==> config.mk <==
export PLATFORM = sky130hd
export DESIGN_NAME = ram_flat
export DESIGN_NICKNAME = d
export VERILOG_FILES = /design/src/rtl/ram_pkg.sv /design/src/rtl/ram_if.sv /design/src/rtl/ram_storage.sv /design/src/rtl/ram.sv /design/src/flat_wrapper.sv
export SDC_FILE = /design/constraint.sdc
export NUM_CORES = 2
export LEC_CHECK = 0
export CORE_AREA = 2 2 702 355
export DETAILED_ROUTE_END_ITERATION = 16
export DIE_AREA = 0 0 704 357
export GPL_TIMING_DRIVEN = 0
export MAX_ROUTING_LAYER = met4
export PLACE_DENSITY = 0.48
export REMOVE_ABC_BUFFERS = 1
export SLEW_MARGIN = 25
export SYNTH_ARGS = -nofsm -noshare
export SYNTH_HDL_FRONTEND = slang
export SYNTH_SLANG_ARGS = --single-unit
==> constraint.sdc <==
create_clock -name Clk -period 2.3 [get_ports Clk]
set_clock_uncertainty 0.05 [all_clocks]
set_input_delay 0.23 -clock Clk [delete_from_list [all_inputs] [get_ports Clk]]
set_output_delay 0.23 -clock Clk [all_outputs]
set_load 0.05 [all_outputs]
==> src/rtl/ram_pkg.sv <==
// Shared types, default widths and helpers for the ram component.
package ram_pkg;

    localparam int unsigned RAM_DEFAULT_DATA_WIDTH = 8;
    localparam int unsigned RAM_DEFAULT_ADDR_WIDTH = 8;

    typedef logic [RAM_DEFAULT_DATA_WIDTH-1:0] word_t;

    // Number of words addressable by an address of the given width.
    function automatic int unsigned depth(input int unsigned addr_width);
        return 32'(1) << addr_width;
    endfunction

endpackage : ram_pkg

==> src/rtl/ram_if.sv <==
// Address/data bus of the single-port ram; the user side is the master.
interface ram_if #(
    parameter int unsigned DATA_WIDTH = 8,
    parameter int unsigned ADDR_WIDTH = 8
);

    logic [ADDR_WIDTH-1:0] Addr;
    logic                  Write;
    logic [DATA_WIDTH-1:0] Input;
    logic [DATA_WIDTH-1:0] Output;

    modport master (
        output Addr,
        output Write,
        output Input,
        input  Output
    );

    modport slave (
        input  Addr,
        input  Write,
        input  Input,
        output Output
    );

endinterface : ram_if

==> src/rtl/ram_storage.sv <==
// Word array and write port of the ram.
// RAM_RESET_CLEAR_EN: when defined, reset asynchronously clears every word;
// otherwise the array has no reset so it can map onto block RAM.
module ram_storage
    import ram_pkg::*;
#(
    parameter int unsigned DATA_WIDTH = RAM_DEFAULT_DATA_WIDTH,
    parameter int unsigned ADDR_WIDTH = RAM_DEFAULT_ADDR_WIDTH,
    localparam int unsigned DEPTH     = depth(ADDR_WIDTH)
) (
    input  logic                  clk_i,
`ifdef RAM_RESET_CLEAR_EN
    input  logic                  rst_n_i,
`endif
    input  logic                  we_i,
    input  logic [ADDR_WIDTH-1:0] addr_i,
    input  logic [DATA_WIDTH-1:0] wdata_i,
    output logic [DATA_WIDTH-1:0] mem_o [DEPTH]
);

    logic [DATA_WIDTH-1:0] mem_q [DEPTH];

`ifdef RAM_RESET_CLEAR_EN
    // Write port with asynchronous clear of the whole array.
    always_ff @(posedge clk_i or negedge rst_n_i) begin
        if (!rst_n_i) begin
            for (int i = 0; i < int'(DEPTH); i++) begin
                mem_q[i] <= '0;
            end
        end else if (we_i) begin
            mem_q[addr_i] <= wdata_i;
        end
    end
`else
    // Write port; contents are retained across reset.
    always_ff @(posedge clk_i) begin
        if (we_i) begin
            mem_q[addr_i] <= wdata_i;
        end
    end
`endif

    assign mem_o = mem_q;

endmodule : ram_storage

==> src/rtl/ram.sv <==
// Single-port RAM: synchronous write, asynchronous (combinational) read.
// RAM_RESET_CLEAR_EN: when defined, reset clears the array to zero.
module ram
    import ram_pkg::*;
#(
    parameter int unsigned DATA_WIDTH = RAM_DEFAULT_DATA_WIDTH,
    parameter int unsigned ADDR_WIDTH = RAM_DEFAULT_ADDR_WIDTH
) (
    input  logic Clk,
    input  logic Rst_n,
    ram_if.slave bus
);

    localparam int unsigned DEPTH = depth(ADDR_WIDTH);

    logic                  wr_en_c;
    logic [DATA_WIDTH-1:0] mem [DEPTH];

    // Reset wins over a simultaneous write: a write seen while Rst_n is low is dropped.
    assign wr_en_c = bus.Write & Rst_n;

    ram_storage #(
        .DATA_WIDTH (DATA_WIDTH),
        .ADDR_WIDTH (ADDR_WIDTH)
    ) u_storage (
        .clk_i   (Clk),
`ifdef RAM_RESET_CLEAR_EN
        .rst_n_i (Rst_n),
`endif
        .we_i    (wr_en_c),
        .addr_i  (bus.Addr),
        .wdata_i (bus.Input),
        .mem_o   (mem)
    );

    // Read mux: always active, shows the stored word until the write edge (read-first).
    assign bus.Output = mem[bus.Addr];

endmodule : ram

==> src/flat_wrapper.sv <==
// flat-port wrapper written by rule: the top's interface ports become plain ports
module ram_flat import ram_pkg::*;
#(
    parameter int unsigned DATA_WIDTH = RAM_DEFAULT_DATA_WIDTH,
    parameter int unsigned ADDR_WIDTH = RAM_DEFAULT_ADDR_WIDTH
)
  (Clk, Rst_n, bus_Addr, bus_Write, bus_Input, bus_Output);
  ram_if #(.DATA_WIDTH(DATA_WIDTH), .ADDR_WIDTH(ADDR_WIDTH)) bus_i ();
  input  logic Clk;
  input  logic Rst_n;
  input wire logic [$bits(bus_i.Addr)-1:0] bus_Addr;
  input wire logic [$bits(bus_i.Write)-1:0] bus_Write;
  input wire logic [$bits(bus_i.Input)-1:0] bus_Input;
  output wire logic [$bits(bus_i.Output)-1:0] bus_Output;
  assign bus_i.Addr = bus_Addr;
  assign bus_i.Write = bus_Write;
  assign bus_i.Input = bus_Input;
  assign bus_Output = bus_i.Output;
  ram #(.DATA_WIDTH(DATA_WIDTH), .ADDR_WIDTH(ADDR_WIDTH)) u_core (.Clk(Clk), .Rst_n(Rst_n), .bus(bus_i));
endmodule
### Word-level counts from Yosys, hierarchy flattened

Index checks and enable logic that the tools add are counted.
Widths: inputs -> output; s select.

| storage, ports and cells | value |
|---|---|
| bits in latches | 0 |
| memories | 0 |
| memory bits (writable) | 0 |
| output and inout port bits | 8 |
| register bits after elaboration | 2048 |
| ROM bits | 0 |

| cells by class | value |
|---|---|
| order comparisons | 2 |
| shift operators | 0 |
| bitwise logic cells | 2 |
| add/sub/neg operators | 0 |
| reduce and logical (&&, ||, !) cells | 1 |
| divide/modulo/power cells | 0 |
| multiply operators | 0 |
| equal/unequal tests | 0 |
| mux-type cells | 6 |

Operators by type and width:

| kind | count |
|---|---|
| $bwmux 2048 | 1 |
| $bmux 8 s8 | 1 |
| $demux 8 s8 | 1 |
| $mux 8 | 3 |
| $ge 9x9->1 const B | 1 |
| $lt 9x1->1 const B | 1 |
| $not 8->9 | 1 |
| $and 1x1->1 | 1 |
| $logic_and 1x1->1 | 1 |

### Logic depth before layout (Yosys ltp)

| depth | value |
|---|---|
| word-level depth | 6 |
| gate-level depth with buffers | 8 |
| depth with buffers taken out | 5 |

### Cells and area by module

Synthesis repeated with hierarchy kept, for this count alone.

| second synthesis, totals | value |
|---|---|
| cells, all modules | 3842 |
| area, all modules | 80353.3 sq um |

Modules (own cells, without submodules):

| module | area an instance (sq um) | times used | cells an instance |
|---|---|---|---|
| ram_storage | 63607.3 | 1 | 2437 |
| ram | 16746.1 | 1 | 1405 |

### Worst setup path after synthesis

No wires, ideal clock.

| timing | value |
|---|---|
| path kind | in2out |
| start point | input bus_Addr[1] |
| end point | output bus_Output[0] |
| setup slack | -0.469 ns |
| cell stages on the path | 8 |
| path buffers | 3 |
| data arrival time | 2.489 ns |
| path through | clkbuf_1 clkbuf_1 clkbuf_1 mux4_2 a22oi_1 a21oi_1 o41ai_1 nand4_1 |

| between the ends | value |
|---|---|
| word-level cells in the longest chain between the ends | 4 |

RTL lines:

| what | line | source |
|---|---|---|
| start: declaration | flat_wrapper.sv:11 | `input wire logic [$bits(bus_i.Addr)-1:0] bus_Addr;` |
| $not 8->9 (not written as such) | ram.sv:37 | `assign bus.Output = mem[bus.Addr];` |
| $bmux 8 s8 | ram.sv:37 |  |
| $mux 8 (not written as such) (2 in a row) | ram.sv:37 |  |
| end: declaration | flat_wrapper.sv:14 | `output wire logic [$bits(bus_i.Output)-1:0] bus_Output;` |

Every way passes these cells. The select of a mux whose other input is x is not followed.

### Worst setup path in the final report

| timing | value |
|---|---|
| start point | input bus_Addr[0] |
| end point | output bus_Output[2] |

Same word-level chain as after synthesis.

==> results.yml <==
placement:
  dpl_cell_area_um2: 83830
  port-buffer-count: 26
  dp.cells: 6683
  place.gp.congestion: 0.7530
  hpwlAfterDp_um: 130600
timing:
  timing.fmax_mhz: 270.6
  setup_violations: 701
  slew_headroom: 0.3904
  hold_violations: 0
  rsz0062_at_grt: "yes"
  fin_crit_sh: 1.606
  tightest_slew_ns: 0.9112
  fin_tns_setup_ns: -38.64
  hold_ws_ns: 0.2000
  fin_crit_ns: 3.695
  layout_setup_ws_ns: -1.395
  drv_slew: 0
setup_path:
  cp_top_family: "buffers and inverters"
  cp-start-kind: "input pin"
  critPathRequiredTime_ns: 2.02
  cp_max_fo: 10
  crit_cells: 14
  end_kind: "primary output"
  crit_path_frequent_cell: "buf_16"
  critPathKind: "in2out"
  crit_arrival_ns: 3.41
  slowest_delay_ns: 0.54
  cp_cell_sequence: "buf_16 > buf_16 > buf_16 > buf_16 > buf_12 > buf_12 > clkbuf_16 > mux4_2 > a22oi_1 > a21oi_2 > o41ai_2 > buf_4 > nand4_1 > buf_6"
  slowest_stage: "mux4_2"
  path_buf_inv: 9
detailed_routing:
  initialDrtViolationCount: 5429
  via_count: 38733
  dr.pass1.iters: 5
  vias_per_cell: 5.441
  postRouteAntennaNets: 0
  drc: 0
  wl_um: 230100
  routedWlPerCell_um: 32.32
power_and_ir_drop:
  p_comb_frac: 0.063
  power_density_nw_per_um2: 800.3
  p_sw_frac: 0.2204
  pwr-share-clk: 0.393
  vdd_drop_max_v: 0.0006034
  intPower_mw: 58.86
  static-leakage-power_nw: 28.01
  switching_power_mw: 16.64
  power_mw: 75.50
  seq_power_share: 0.544
flow_run:
  maxCapViolations: 0
synth:
  yosysTopAreaCell: "edfxtp_1"
  async_flop_share: 0
  syn_area_um2: 78150
  syn_inst: 3520
  post-synth-top-area-fraction: 0.7869
  ys_ff_latch: 2048
  yosys-top-cells-area: "edfxtp_1, mux4_2, a22oi_1, nor2_1, a21oi_1"
  postSynthAreaPerCell_um2: 22.20
  synth.distinct_cells: 20
  synth_edf_count: 2048
  synth_flop_cell: "edfxtp_1"
  synth.most_common_cell: "edfxtp_1"
  synthTopCellsByCount: "edfxtp_1, mux4_2, nor2_1"
  seq_area_frac_synth: 0.7869
  yosysWarnings: 0
finish:
  num-nets-final: 3746
  ff_latch_area_um2: 61500
  largest_reg_flops: 2048
  multi_input_area_um2: 18610
  final_layout_size_suffix_gt1_frac: 0.3768
  n_fill_cell: 21688
  area_growth_pct: 20.70
  stdcell_count: 7119
  stdcell_area_um2: 94340
cts:
  cts_max_level: 4
  cts.sinks: 2048
  cts_tree: "done"
  clkTransAtPathRegs_ns: 0.06
  clock-root-buffer: "clkbuf_16"
  cts_buffers: 179
  clockBufferDepth: 4
die:
  die_w_um: 704
  die_h_um: 357
  die_area_um2: 251300
  num_rows: 129
  pin_count: 27
  design.core.area_um2: 245500
  start_util: 0.3184
hold_path:
  worstHoldPathType: "in2reg"
  hold_start: "bus_Input[5]"
  min_to: "u_core.u_storage.mem_o[589]$_DFFE_PP_"
  holdPathStages: 2
status:
  failed_checks: "setup timing"
  status: "finished with violations"
global_route:
  grt_usage: 0.1839
  antenna_found_initial: 1
  grt_pass1_vias: 37846
  grt_pass1_wl_um: 316000
  grt_max_degree: 106
  grt_overflow: 0
==> per-layer routing <==
| layer | GRT usage | up-vias | part of all wire | wire length [um] |
|---|---|---|---|---|
| met4 | 0.02767 | 0 | 0.015 | 3447 |
| met1 | 0.2861 | 21438 | 0.48 | 110100 |
| met5 | - | - | 0 | 0 |
| met2 | 0.2371 | 1598 | 0.40 | 92960 |
| li1 | - | 15467 | - | - |
| met3 | 0.05494 | 230 | 0.10 | 23550 |
==> layout make-up <==
| cell class | instances | area share |
|---|---|---|
| clock inverter | 76 | 0.006884 |
| tap | 3275 | 0.04344 |
| antenna | 1 | 0.00002653 |
| inverter | 1 | 0.00003979 |
| timing repair buffer | 248 | 0.04991 |
| sequential | 2048 | 0.6519 |
| clock buffer | 221 | 0.05051 |
| multi-input combinational | 1249 | 0.1973 |
==> how the worst max path moves through the flow <==
stage                                                        end                              startpoint  slack (ns)
after global routing                               bus_Output[4]  u_core.u_storage.mem_o[1604]$_DFFE_PP_       -1.47
after floorplan                                    bus_Output[0]                             bus_Addr[3]       -3.55
after CTS                                          bus_Output[4]  u_core.u_storage.mem_o[1124]$_DFFE_PP_       -1.49
after global placement    u_core.u_storage.mem_o[1730]$_DFFE_PP_                             bus_Addr[0]      -48.64
final                                              bus_Output[2]                             bus_Addr[0]       -1.39
after detailed placement                           bus_Output[6]                             bus_Addr[0]       -4.77
==> power groups by stage <==
stage,combinational [mW],sequential (mW),clock (mW)
after floorplan,1.46,41.9,0
after global placement,5.75,42.4,0
after detailed placement,3.88,41.9,0
after CTS,4.55,41.1,30.1
after global routing,4.99,41.0,31.6
final,4.78,41.1,29.6
==> cells by family after synthesis <==
| family | share of synthesized area |
|---|---|
| buf+inv | 0.01298 |
| simple gates | 0.01622 |
| compound gates | 0.03637 |
| flops | 0.7869 |
| mux | 0.1475 |
==> timing repair <==
item                                     CTS  global route
pin swaps                                 35            63
gates cloned                              36             7
endpoints found under the setup margin  2056          1648
hold endpoints to repair                 504             0
hold buffers                               8             0
gates resized for setup                  402           339
buffers inserted                          38            50
==> cells in the final DEF, fill, tap and decap left out, types with 10 or more instances in the layout <==
master / instances
bufbuf_16: 20
nand2_4: 12
mux4_2: 512
o41ai_2: 13
a21oi_1: 67
clkbuf_1: 36
nand2_2: 11
clkbuf_16: 192
buf_12: 53
edfxtp_1: 2048
a22oi_1: 180
nor2_2: 91
buf_4: 57
a22oi_2: 76
a21oi_4: 11
o41ai_4: 17
nor2_4: 171
clkinv_1: 39
buf_8: 10
clkinv_2: 19
bufinv_16: 12
buf_6: 14
a21oi_2: 50
buf_16: 70
==> per-stage QoR <==
stage	worst slack, ns	util
floorplan	-3.554	-
global placement	-48.64	0.3320
detailed placement	-4.773	0.3415
CTS	-1.489	0.3754
global route	-1.472	0.3843
finish	-1.395	0.3843
Note: power is estimated with default switching activity, not from simulation.
